### src/rtl/uart_fifo_tx.sv
// uart_fifo_tx: pops bytes from a show-ahead FIFO and sends them as UART frames (8N1, or 8E1 with UART_TX_PARITY_EN)
module uart_fifo_tx #(
   parameter int CLK_FREQ = 100_000_000,
   parameter int BAUD     = 9600
) (
   input  logic       clk,
   input  logic       rst,
   input  logic       fifo_empty,
   input  logic [7:0] fifo_rdata,
   output logic       fifo_pop,
   output logic       tx,
   output logic       tx_busy,
   output logic       tx_done
);
   localparam int CPB = CLK_FREQ / BAUD;
   localparam int BW  = $clog2(CPB);
`ifdef UART_TX_PARITY_EN
   typedef enum logic [2:0] {IDLE, START, DATA, PARITY, STOP} state_t;
   logic par;
`else
   typedef enum logic [2:0] {IDLE, START, DATA, STOP} state_t;
`endif
   state_t state, state_n;
   logic [BW-1:0] baud_cnt, baud_n;
   logic [2:0] bit_cnt, bit_n;
   logic [7:0] shift_reg, shift_n;
   logic tx_n, baud_end;
   assign baud_end = baud_cnt == BW'(CPB - 1);
   assign fifo_pop = state == IDLE && !fifo_empty && !rst;
   // next state, counters and shifter; the registered tx is derived from the next state
   always_comb begin
      state_n = state;
      baud_n  = baud_cnt + BW'(1);
      bit_n   = bit_cnt;
      shift_n = shift_reg;
      case (state)
         IDLE: begin
            baud_n = '0;
            if (!fifo_empty) begin
               state_n = START;
               shift_n = fifo_rdata;
            end
         end
         START: if (baud_end) begin
            state_n = DATA;
            baud_n  = '0;
            bit_n   = '0;
         end
         DATA: if (baud_end) begin
            baud_n  = '0;
            shift_n = shift_reg >> 1;
            bit_n   = bit_cnt + 3'd1;
`ifdef UART_TX_PARITY_EN
            if (bit_cnt == 3'd7) state_n = PARITY;
`else
            if (bit_cnt == 3'd7) state_n = STOP;
`endif
         end
`ifdef UART_TX_PARITY_EN
         PARITY: if (baud_end) begin
            state_n = STOP;
            baud_n  = '0;
         end
`endif
         STOP: if (baud_end) begin
            state_n = IDLE;
            baud_n  = '0;
         end
         default: begin
            state_n = IDLE;
            baud_n  = '0;
         end
      endcase
      tx_n = state_n == START ? 1'b0 : state_n == DATA ? shift_n[0] : 1'b1;
`ifdef UART_TX_PARITY_EN
      if (state_n == PARITY) tx_n = par;
`endif
   end
   // state and registered outputs; reset drops any partial frame
   always_ff @(posedge clk) begin
      if (rst) begin
         state     <= IDLE;
         baud_cnt  <= '0;
         bit_cnt   <= '0;
         shift_reg <= '0;
         tx        <= 1'b1;
         tx_busy   <= 1'b0;
         tx_done   <= 1'b0;
      end else begin
         state     <= state_n;
         baud_cnt  <= baud_n;
         bit_cnt   <= bit_n;
         shift_reg <= shift_n;
         tx        <= tx_n;
         tx_busy   <= state_n != IDLE;
         tx_done   <= state_n == STOP && baud_n == BW'(CPB - 1);
      end
   end
`ifdef UART_TX_PARITY_EN
   // even parity of the byte, captured when it is popped
   always_ff @(posedge clk) begin
      if (rst) par <= 1'b0;
      else if (fifo_pop) par <= ^fifo_rdata;
   end
`endif
endmodule

### config.mk
export PLATFORM = sky130hd
export DESIGN_NAME = uart_fifo_tx
export DESIGN_NICKNAME = d
export VERILOG_FILES = /design/src/rtl/uart_fifo_tx.sv
export SDC_FILE = /design/constraint.sdc
export NUM_CORES = 1
export LEC_CHECK = 0
export CAP_MARGIN = 20
export CORE_ASPECT_RATIO = 0.75
export CORE_UTILIZATION = 59
export CTS_BUF_LIST = sky130_fd_sc_hd__clkbuf_2 sky130_fd_sc_hd__clkbuf_4 sky130_fd_sc_hd__clkbuf_8
export CTS_CLUSTER_DIAMETER = 80
export CTS_CLUSTER_SIZE = 24
export DETAILED_ROUTE_END_ITERATION = 10
export PLACE_DENSITY = 0.82
export SLEW_MARGIN = 20
export SYNTH_ARGS = -nofsm -noshare
export SYNTH_HDL_FRONTEND = slang
export SYNTH_SLANG_ARGS = --single-unit
### constraint.sdc
create_clock -name clk -period 2 [get_ports clk]
set_input_delay 0.3 -clock clk [delete_from_list [all_inputs] [get_ports clk]]
set_output_delay 0.3 -clock clk [all_outputs]
set_load 0.02 [all_outputs]
==> After elaboration in Yosys (flattened, before gate mapping) <==
Index checks and enable logic that the tools add are counted.
{ "op_classes": {"n_addsub": 2, "eq_ne": 12, "muxes": 16, "reduce_logical": 12} }
{ "ops": {"columns": ["cell", "count"], "rows": [
  ["14-bit equality test (second input constant)", 2],
  ["14-bit two-way mux", 2],
  ["3-bit two-way mux", 7],
  ["8-bit two-way mux", 2],
  ["8-bit case mux with 2 select lines", 1],
  ["14-bit by 1-bit adder with 14-bit output (second input constant)", 1],
  ["3-bit by 2-bit equality test with 1-bit output (second input constant)", 4],
  ["3-bit case mux with 4 select lines", 1],
  ["3-bit by 1-bit equality test with 1-bit output (second input constant)", 2],
  ["2-bit != test (second input constant)", 3],
  ["3-bit case mux with 2 select lines", 1],
  ["3-bit AND reduction", 2],
  ["2-bit nonzero test", 2],
  ["3-bit by 1-bit adder with 3-bit output (second input constant)", 1],
  ["3-bit equality test (second input constant)", 1],
  ["1-bit logical AND", 3],
  ["3-bit zero test", 1],
  ["3-bit nonzero test", 1],
  ["3-bit OR reduction", 1],
  ["1-bit zero test", 2],
  ["1-bit two-way mux", 2]
]} }
{ "totals": {"reg_bits": 31, "input_bits": 11, "word_cells": 50} }

==> Depth between registers and ports, before layout <==
Gate-level depths: netlist (run 1).
{ "logic_depth": {"ltp_word": 7, "ltp_mapped": 7, "mapped_depth_nobuf": 6} }

==> Worst setup path before layout (run 1) <==
Ideal clock, no wire load.
{ "synth_timing": {"path_type": "register to register", "start": "reg baud_cnt[6]", "end": "reg shift_reg[7]", "setup_time_ps": 132, "t_arrival_ps": 1582, "t_required_ps": 1868, "slack_ps": 285, "stages_incl_launch_ff": 8, "n_path_buf": 2, "period_less_slack_ps": 1715, "cell_sequence": "dfxtp_1 buf_2 or3b_1 nor4_4 and3_1 buf_4 nand3b_1 a21oi_1"} }
{ "synth_via": {"elab_chain_len": 3} }
{ "synth_rtl": {"columns": ["element", "line_no", "rtl"], "rows": [
  ["start, declared", "24", "logic [BW-1:0] baud_cnt, baud_n;"],
  ["start signal, assigned", "91", "baud_cnt <= baud_n;"],
  ["14-bit equality test", "28", "assign baud_end = baud_cnt == BW'(CPB - 1);"],
  ["2-bit != test (no line)", null, null],
  ["3-bit AND reduction (no line)", null, null],
  ["end signal, assigned", "93", "shift_reg <= shift_n;"],
  ["end, declared", "26", "logic [7:0] shift_reg, shift_n;"]
]} }
No other way between the ends.
A chain may end at the register's enable or synchronous reset.

==> Worst setup path after layout (run 1) <==
{ "layout_timing": {"start": "reg baud_cnt[0]", "end": "reg tx_done"} }
{ "layout_via": {"elab_chain_len": 5, "word_cells_on_any_way": 11, "classes_between": "add/sub (1); eq/ne (3); mux (6); reduce/logical (1)"} }
{ "layout_rtl": {"columns": ["element", "line_no", "rtl"], "rows": [
  ["14-bit by 1-bit adder with 14-bit output or 14-bit equality test (tied branches)", "33, 28", null],
  ["14-bit two-way mux (tied with other cells)", "44, 49, 65", null],
  ["14-bit two-way mux or 3-bit case mux with 4 select lines (tied branches)", null, null],
  ["14-bit equality test or 3-bit by 2-bit equality test with 1-bit output (tied branches)", "96", "tx_done <= state_n == STOP && baud_n == BW'(CPB - 1);"],
  ["1-bit logical AND (*)", "96", null],
  ["end signal, assigned", "96", null],
  ["end, declared", "13", "output logic tx_done"]
]} }
Mark *: on every way between the ends. The rest lies on a longest branch, timed or not.

==> metrics.yaml, run 1 <==
floorplan:
  start_util_pct: 62.1
  die_h_um: 47.5
  rows: 16
  die_w_um: 62.7
  dieArea_sq_mm: 0.00298
  design.core.area_sq_mm: 0.00262
  ioPinCount: 15
sta:
  setup_viol: 0
  fin_ws_ns: 0.0867
  hold_violations: 0
  fin_crit_ns: 1.91
  relSlewSlack_pct: 64.9
  slew_viol_final: 0
  fin_skew_ns: 0.00530
  timing.fmax_mhz: 523
  rsz0062_at_grt: "false"
  tightest_slew_ns: 0.525
  finalSetupTns_ns: 0
  fin_crit_sh_pct: 95.7
  whs_ns: 0.458
worst_setup_path:
  cp.arrival_ns: 2.10
  worstPathBufferInverterCount: 0
  cp-end-kind: "flop"
  criticalPathCategory: "reg -> reg"
  cp_slowest_stage_delay_ns: 0.38
  crit_path_top_delay_cell: "dfxtp_1"
  start_kind: "flop"
  crit_path_cell_trace: "ha_1, and3_1, nand4_1, mux2i_1, or3_1, nor4_2"
  crit_fanout: 5
  critPathRequiredTime_ns: 2.19
  crit_family: "simple AND/OR/NAND/NOR gates"
global_route:
  grt_usage_pct: 27.5
  grt_pass1_wl_mm: 6.01
  grt_overflow: 0
  antenna_found_initial: 0
  grt_max_degree: 18
  grt_pass1_vias: 1279
place:
  dp_hpwl_mm: 2.80
  numPlacedInstances: 249
  port_buffers: 14
  gp_congestion: 0.915
  post_dp_cell_area_sq_mm: 0.00191
  dp_slack_ns: 0.0724
detailed_routing:
  wl_met1_mm: 1.84
  drtIter0Drc: 119
  firstDrtPassIters: 4
  highest_layer: "met4"
  drtAntennaViolNets: 0
  viasPerCell: 5.92
  met2_length_mm: 1.58
  totalWireLength_mm: 3.75
  drc_errors: 0
  vias: 1515
  wl_met3_um: 305
  wl_per_cell_um: 14.7
finish:
  fill_cells: 187
  post-route-util_pct: 76.4
  mostFrequentLayoutCells: "dfxtp_1, nor2_1, nand2_1, buf_4, clkdlybuf4s50_1"
  area_growth_pct: 23.1
  finish.net_count: 234
  drive_gt1_share_pct: 14.5
  final_common_cell: "dfxtp_1"
  largest_register_ffs: 14
  fin_area_sq_mm: 0.00200
  num_antenna_cells: 0
  layout.cells.non_filler: 256
power:
  vdd_ir_drop_max_mv: 0.524
  power_leakage_nw: 0.741
  power_density_mw_per_mm2: 605
  finalPower_mw: 1.21
yosys:
  synth_fp_nets: 206
  syn_avg_cell_area_sq_um: 8.48
  ys_seq_elements: 31
  ys.flop_type: "dfxtp_1"
  syn_area_sq_mm: 0.00163
  synth-edff-count: 0
  synthCells: 192
  synth.distinct_cells: 47
  synthArstFlopShare_pct: 0
  seq_area_frac_synth_pct: 38.1
  yosysWarnings: 0
hold_path:
  worstHoldPathType: "reg -> reg"
clock_tree:
  post_cts_buffers: 0
  clock_latency_ns: 0.28
  cts_hold_buf: 0
  cts-root-buf: "clkbuf_8"
  cts_buffer_depth: 2
  cts_sinks: 31
  cts-htree-levels: 2
  numCtsBuffers: 5
  cts_resized: 0
  tritoncts: "done"
  clk_pin_slew_ns: 0.06
flow_run:
  drv_cap: 0
status:
  status: "finished, final reports clean"
[cell families (layout without fill, tap and decap cells)]
logic type	Yosys count	in the layout	share of synthesized area (%)
AND/OR/NAND/NOR	92	92	32.1
AO/OA/AOI/OAI	31	31	13.3
flip-flops	31	31	38.1
buffers and inverters	17	45	4.38
XOR/XNOR	13	13	6.99
multiplexers	4	4	2.54
adder cells (fa/ha/maj)	3	3	2.31
other	1	1	0.230
[cell type report]
type                            instances  area [sq um]  area share [%]
Timing Repair Buffer                   32           290            14.5
Tap cell                               36          45.0            2.25
Clock buffer                            6          82.6            4.12
Multi-Input combinational cell        144           937            46.8
Clock inverter                          1          5.00           0.250
Inverter                                6          22.5            1.12
Sequential cell                        31           621            31.0
[worst min-delay path: stages, from the launching register on]
cell     delay [ns]
dfxtp_1        0.31
nand2_1        0.05
a21oi_1        0.05
[synthesized netlist by cell type (all sizes together), types with 2 or more instances]
master	instances	share of area [%]
buf	4	1.4
nand2	17	3.9
and3b	2	1.1
xor2	5	2.7
nor2b	2	0.77
dfxtp	31	38
ha	3	2.3
nand4	6	2.3
a22oi	6	2.8
nand2b	5	1.9
and4	2	1.1
xnor2	8	4.3
o21ai	3	0.92
a32o	3	1.8
or3	3	1.5
nand3b	3	1.4
a21oi	9	3.0
mux2i	3	1.8
and3	5	1.9
nor2	23	5.3
nand3	6	1.8
nor3	5	1.5
a31oi	2	0.77
inv	6	1.4
nor4	7	4.4
o22ai	2	0.77
clkbuf	7	1.6
[worst paths after layout]
kind	start	to	slack, ns	cells past startpoint
setup / recovery	baud_cnt[0]	tx_done	0.09	6
hold / removal	shift_reg[3]	shift_reg[3]	0.46	2
setup reg to reg	baud_cnt[0]	tx_done	0.09	6
hold reg to reg	shift_reg[3]	shift_reg[3]	0.46	2
[per-layer routing]
layer	up-vias	track usage (%)
met2	58	41.3
met5	-	0
met4	0	10.2
li1	744	-
met1	709	37.3
met3	4	9.29
[report_power, final]
| part | internal [mW] | leakage [nW] | total (mW) | switching [mW] |
|---|---|---|---|---|
| Combinational | 0.0479 | 0.443 | 0.0879 | 0.0400 |
| Sequential | 0.630 | 0.251 | 0.641 | 0.0102 |
| Clock | 0.269 | 0.0470 | 0.484 | 0.215 |
| Total | 0.948 | 0.741 | 1.21 | 0.265 |
No activity file was read; power rests on OpenSTA's default activity.
==> run 2, diff against run 1 <==
CORE_UTILIZATION = 53   (was 59)
GPL_ROUTABILITY_DRIVEN = 0   (was unset)
PLACE_DENSITY = 0.77   (was 0.82)
clock period = 1.73 ns   (was 2 ns; I/O delays follow)
==> run 2 against run 1 <==
The run now ends with negative setup slack left; flip-flop and latch count did not move; hold slack improved by 0.018 ns; global-route usage up 0.84 points; non-clock buffer count rose by 17; combinational power grew 29%; clock-buffer cell count up 1; die area increased by 11%; core utilization about the same; sequential share of layout area is 2.7 points lower; final area up 12%; critical path type unchanged; largest cell class unchanged.
==> metrics.yaml, run 2 (same netlist as run 1, synthesis figures left out) <==
global_route:
  antenna_found_initial: 0
  grt_overflow: 0
  grt_pass1_vias: 1557
  grt_usage_pct: 28.3
  grt_pass1_wl_mm: 6.98
  grt_max_degree: 18
worst_setup_path:
  critPathRequiredTime_ns: 1.89
  crit_path_top_delay_cell: "nor4_4"
  worst-r2r-cell-count: 5
  cp.arrival_ns: 2.00
  crit_fanout: 6
  regToRegEndpoint: "tx_busy"
  crit_path_cell_trace: "or3_4, nor4_4, mux2i_1, a21oi_2, nand2b_1"
  r2r_slack_ns: -0.11
  r2r_start: "baud_cnt[10]"
  start_kind: "flop"
  cp_slowest_stage_delay_ns: 0.49
  criticalPathCategory: "reg -> reg"
  cp-end-kind: "flop"
finish:
  num_antenna_cells: 0
  fin_area_sq_mm: 0.00224
  finish.net_count: 251
  area_growth_pct: 37.7
  mostFrequentLayoutCells: "buf_4, dfxtp_1, nor2_1"
  largest_register_ffs: 14
  drive_gt1_share_pct: 31.9
  fill_cells: 201
  final_common_cell: "buf_4"
hold_path:
  whs_endpoint: "shift_reg[3]"
  worstHoldPathType: "reg -> reg"
  min_from: "shift_reg[3]"
  whs_path_depth: 2
detailed_routing:
  drtAntennaViolNets: 0
  wl_per_cell_um: 16.2
  totalWireLength_mm: 4.46
  drc_errors: 0
  vias: 1669
  viasPerCell: 6.05
  firstDrtPassIters: 4
  drtIter0Drc: 102
power:
  vdd_ir_drop_max_mv: 0.622
  power_leakage_nw: 0.842
  finalPower_mw: 1.42
  power_density_mw_per_mm2: 632
floorplan:
  ioPinCount: 15
  die_h_um: 50.0
  dieArea_sq_mm: 0.00330
  start_util_pct: 55.5
  design.core.area_sq_mm: 0.00294
  rows: 17
  die_w_um: 66.0
clock_tree:
  cts-htree-levels: 2
  cts-root-buf: "clkbuf_8"
  cts_sinks: 31
  cts_buffer_depth: 2
  clk_pin_slew_ns: 0.07
  clock_latency_ns: 0.28
  numCtsBuffers: 5
  cts_hold_buf: 0
  tritoncts: "done"
sta:
  fin_ws_ns: -0.107
  fin_crit_ns: 1.84
  rsz0062_at_grt: "true"
  setup_viol: 13
  slew_viol_final: 0
  hold_violations: 0
  timing.fmax_mhz: 544
  fin_skew_ns: 0.00819
  fin_crit_sh_pct: 106
status:
  violations: "negative setup slack"
  status: "finished, violations left"
place:
  post_dp_cell_area_sq_mm: 0.00199
  port_buffers: 14
  dp_hpwl_mm: 3.07
flow_run:
  drv_cap: 0
run 2: cell types whose count changed in the layout (fill, tap and decap cells not counted), sizes merged:
cell	change
dlygate4sd2	+1
buf	+17
dlymetal6s2s	-1
clkbuf	+1
run 2: critical path, delay by kind of cell (launching register included):
kind,cells,cell delay [ns]
AO/OA/AOI/OAI,1,0.09
AND/OR/NAND/NOR,3,1.02
flip-flops,1,0.32
multiplexers,1,0.29
run 2: how the worst max path moves through the flow:
stage | end | start
6_report | tx_busy | baud_cnt[10]
5_1_grt | shift_reg[6] | baud_cnt[10]
4_1_cts | tx_busy | baud_cnt[9]
3_5_place_dp | shift_reg[3] | baud_cnt[9]
3_3_place_gp | tx_done | rst
2_1_floorplan | shift_reg[7] | baud_cnt[6]
run 2: area by class of cell:
| type | count | area (sq um) | area share [%] |
|---|---|---|---|
| Clock buffer | 7 | 83.8 | 3.74 |
| Clock inverter | 1 | 5.00 | 0.223 |
| Timing Repair Buffer | 49 | 409 | 18.2 |
| Sequential cell | 31 | 633 | 28.2 |
| Multi-Input combinational cell | 144 | 1040 | 46.4 |
| Tap cell | 38 | 47.5 | 2.12 |
| Inverter | 6 | 22.5 | 1.00 |
run 2: layer usage:
layer  track usage [%]  share of wire, %  vias up
met5                 0                 0        -
met4              14.2               1.6        0
met3              9.26               7.3       11
met2              41.7                46       83
met1              36.7                45      794
li1                  -                 -      781
run 2: timing repair:
item | 4_1_cts | 5_1_grt
pin swaps | 1 | 12
setup endpoints to repair | 14 | 17
gates resized for setup | 16 | 19
buffers inserted | 1 | 4
run 2: through the flow:
stage               TNS [ns]  utilization, %  worst slack, ns  hold WS [ns]  cells
detailed placement     -1.01            67.9           -0.120         0.459    263
CTS                   -0.600            73.1          -0.0903         0.468    272
finish                -0.914            76.4           -0.107         0.476    276
global placement      -0.355            67.9           -0.122         0.446    263
global route           -1.88            76.4           -0.194         0.489    276
floorplan                  0               -           0.0153         0.331    192
run 2: power by group:
group	internal, mW	leakage [nW]	switching [mW]
combinational	0.0606	0.537	0.0522
sequential	0.727	0.256	0.0138
clock	0.313	0.0491	0.251
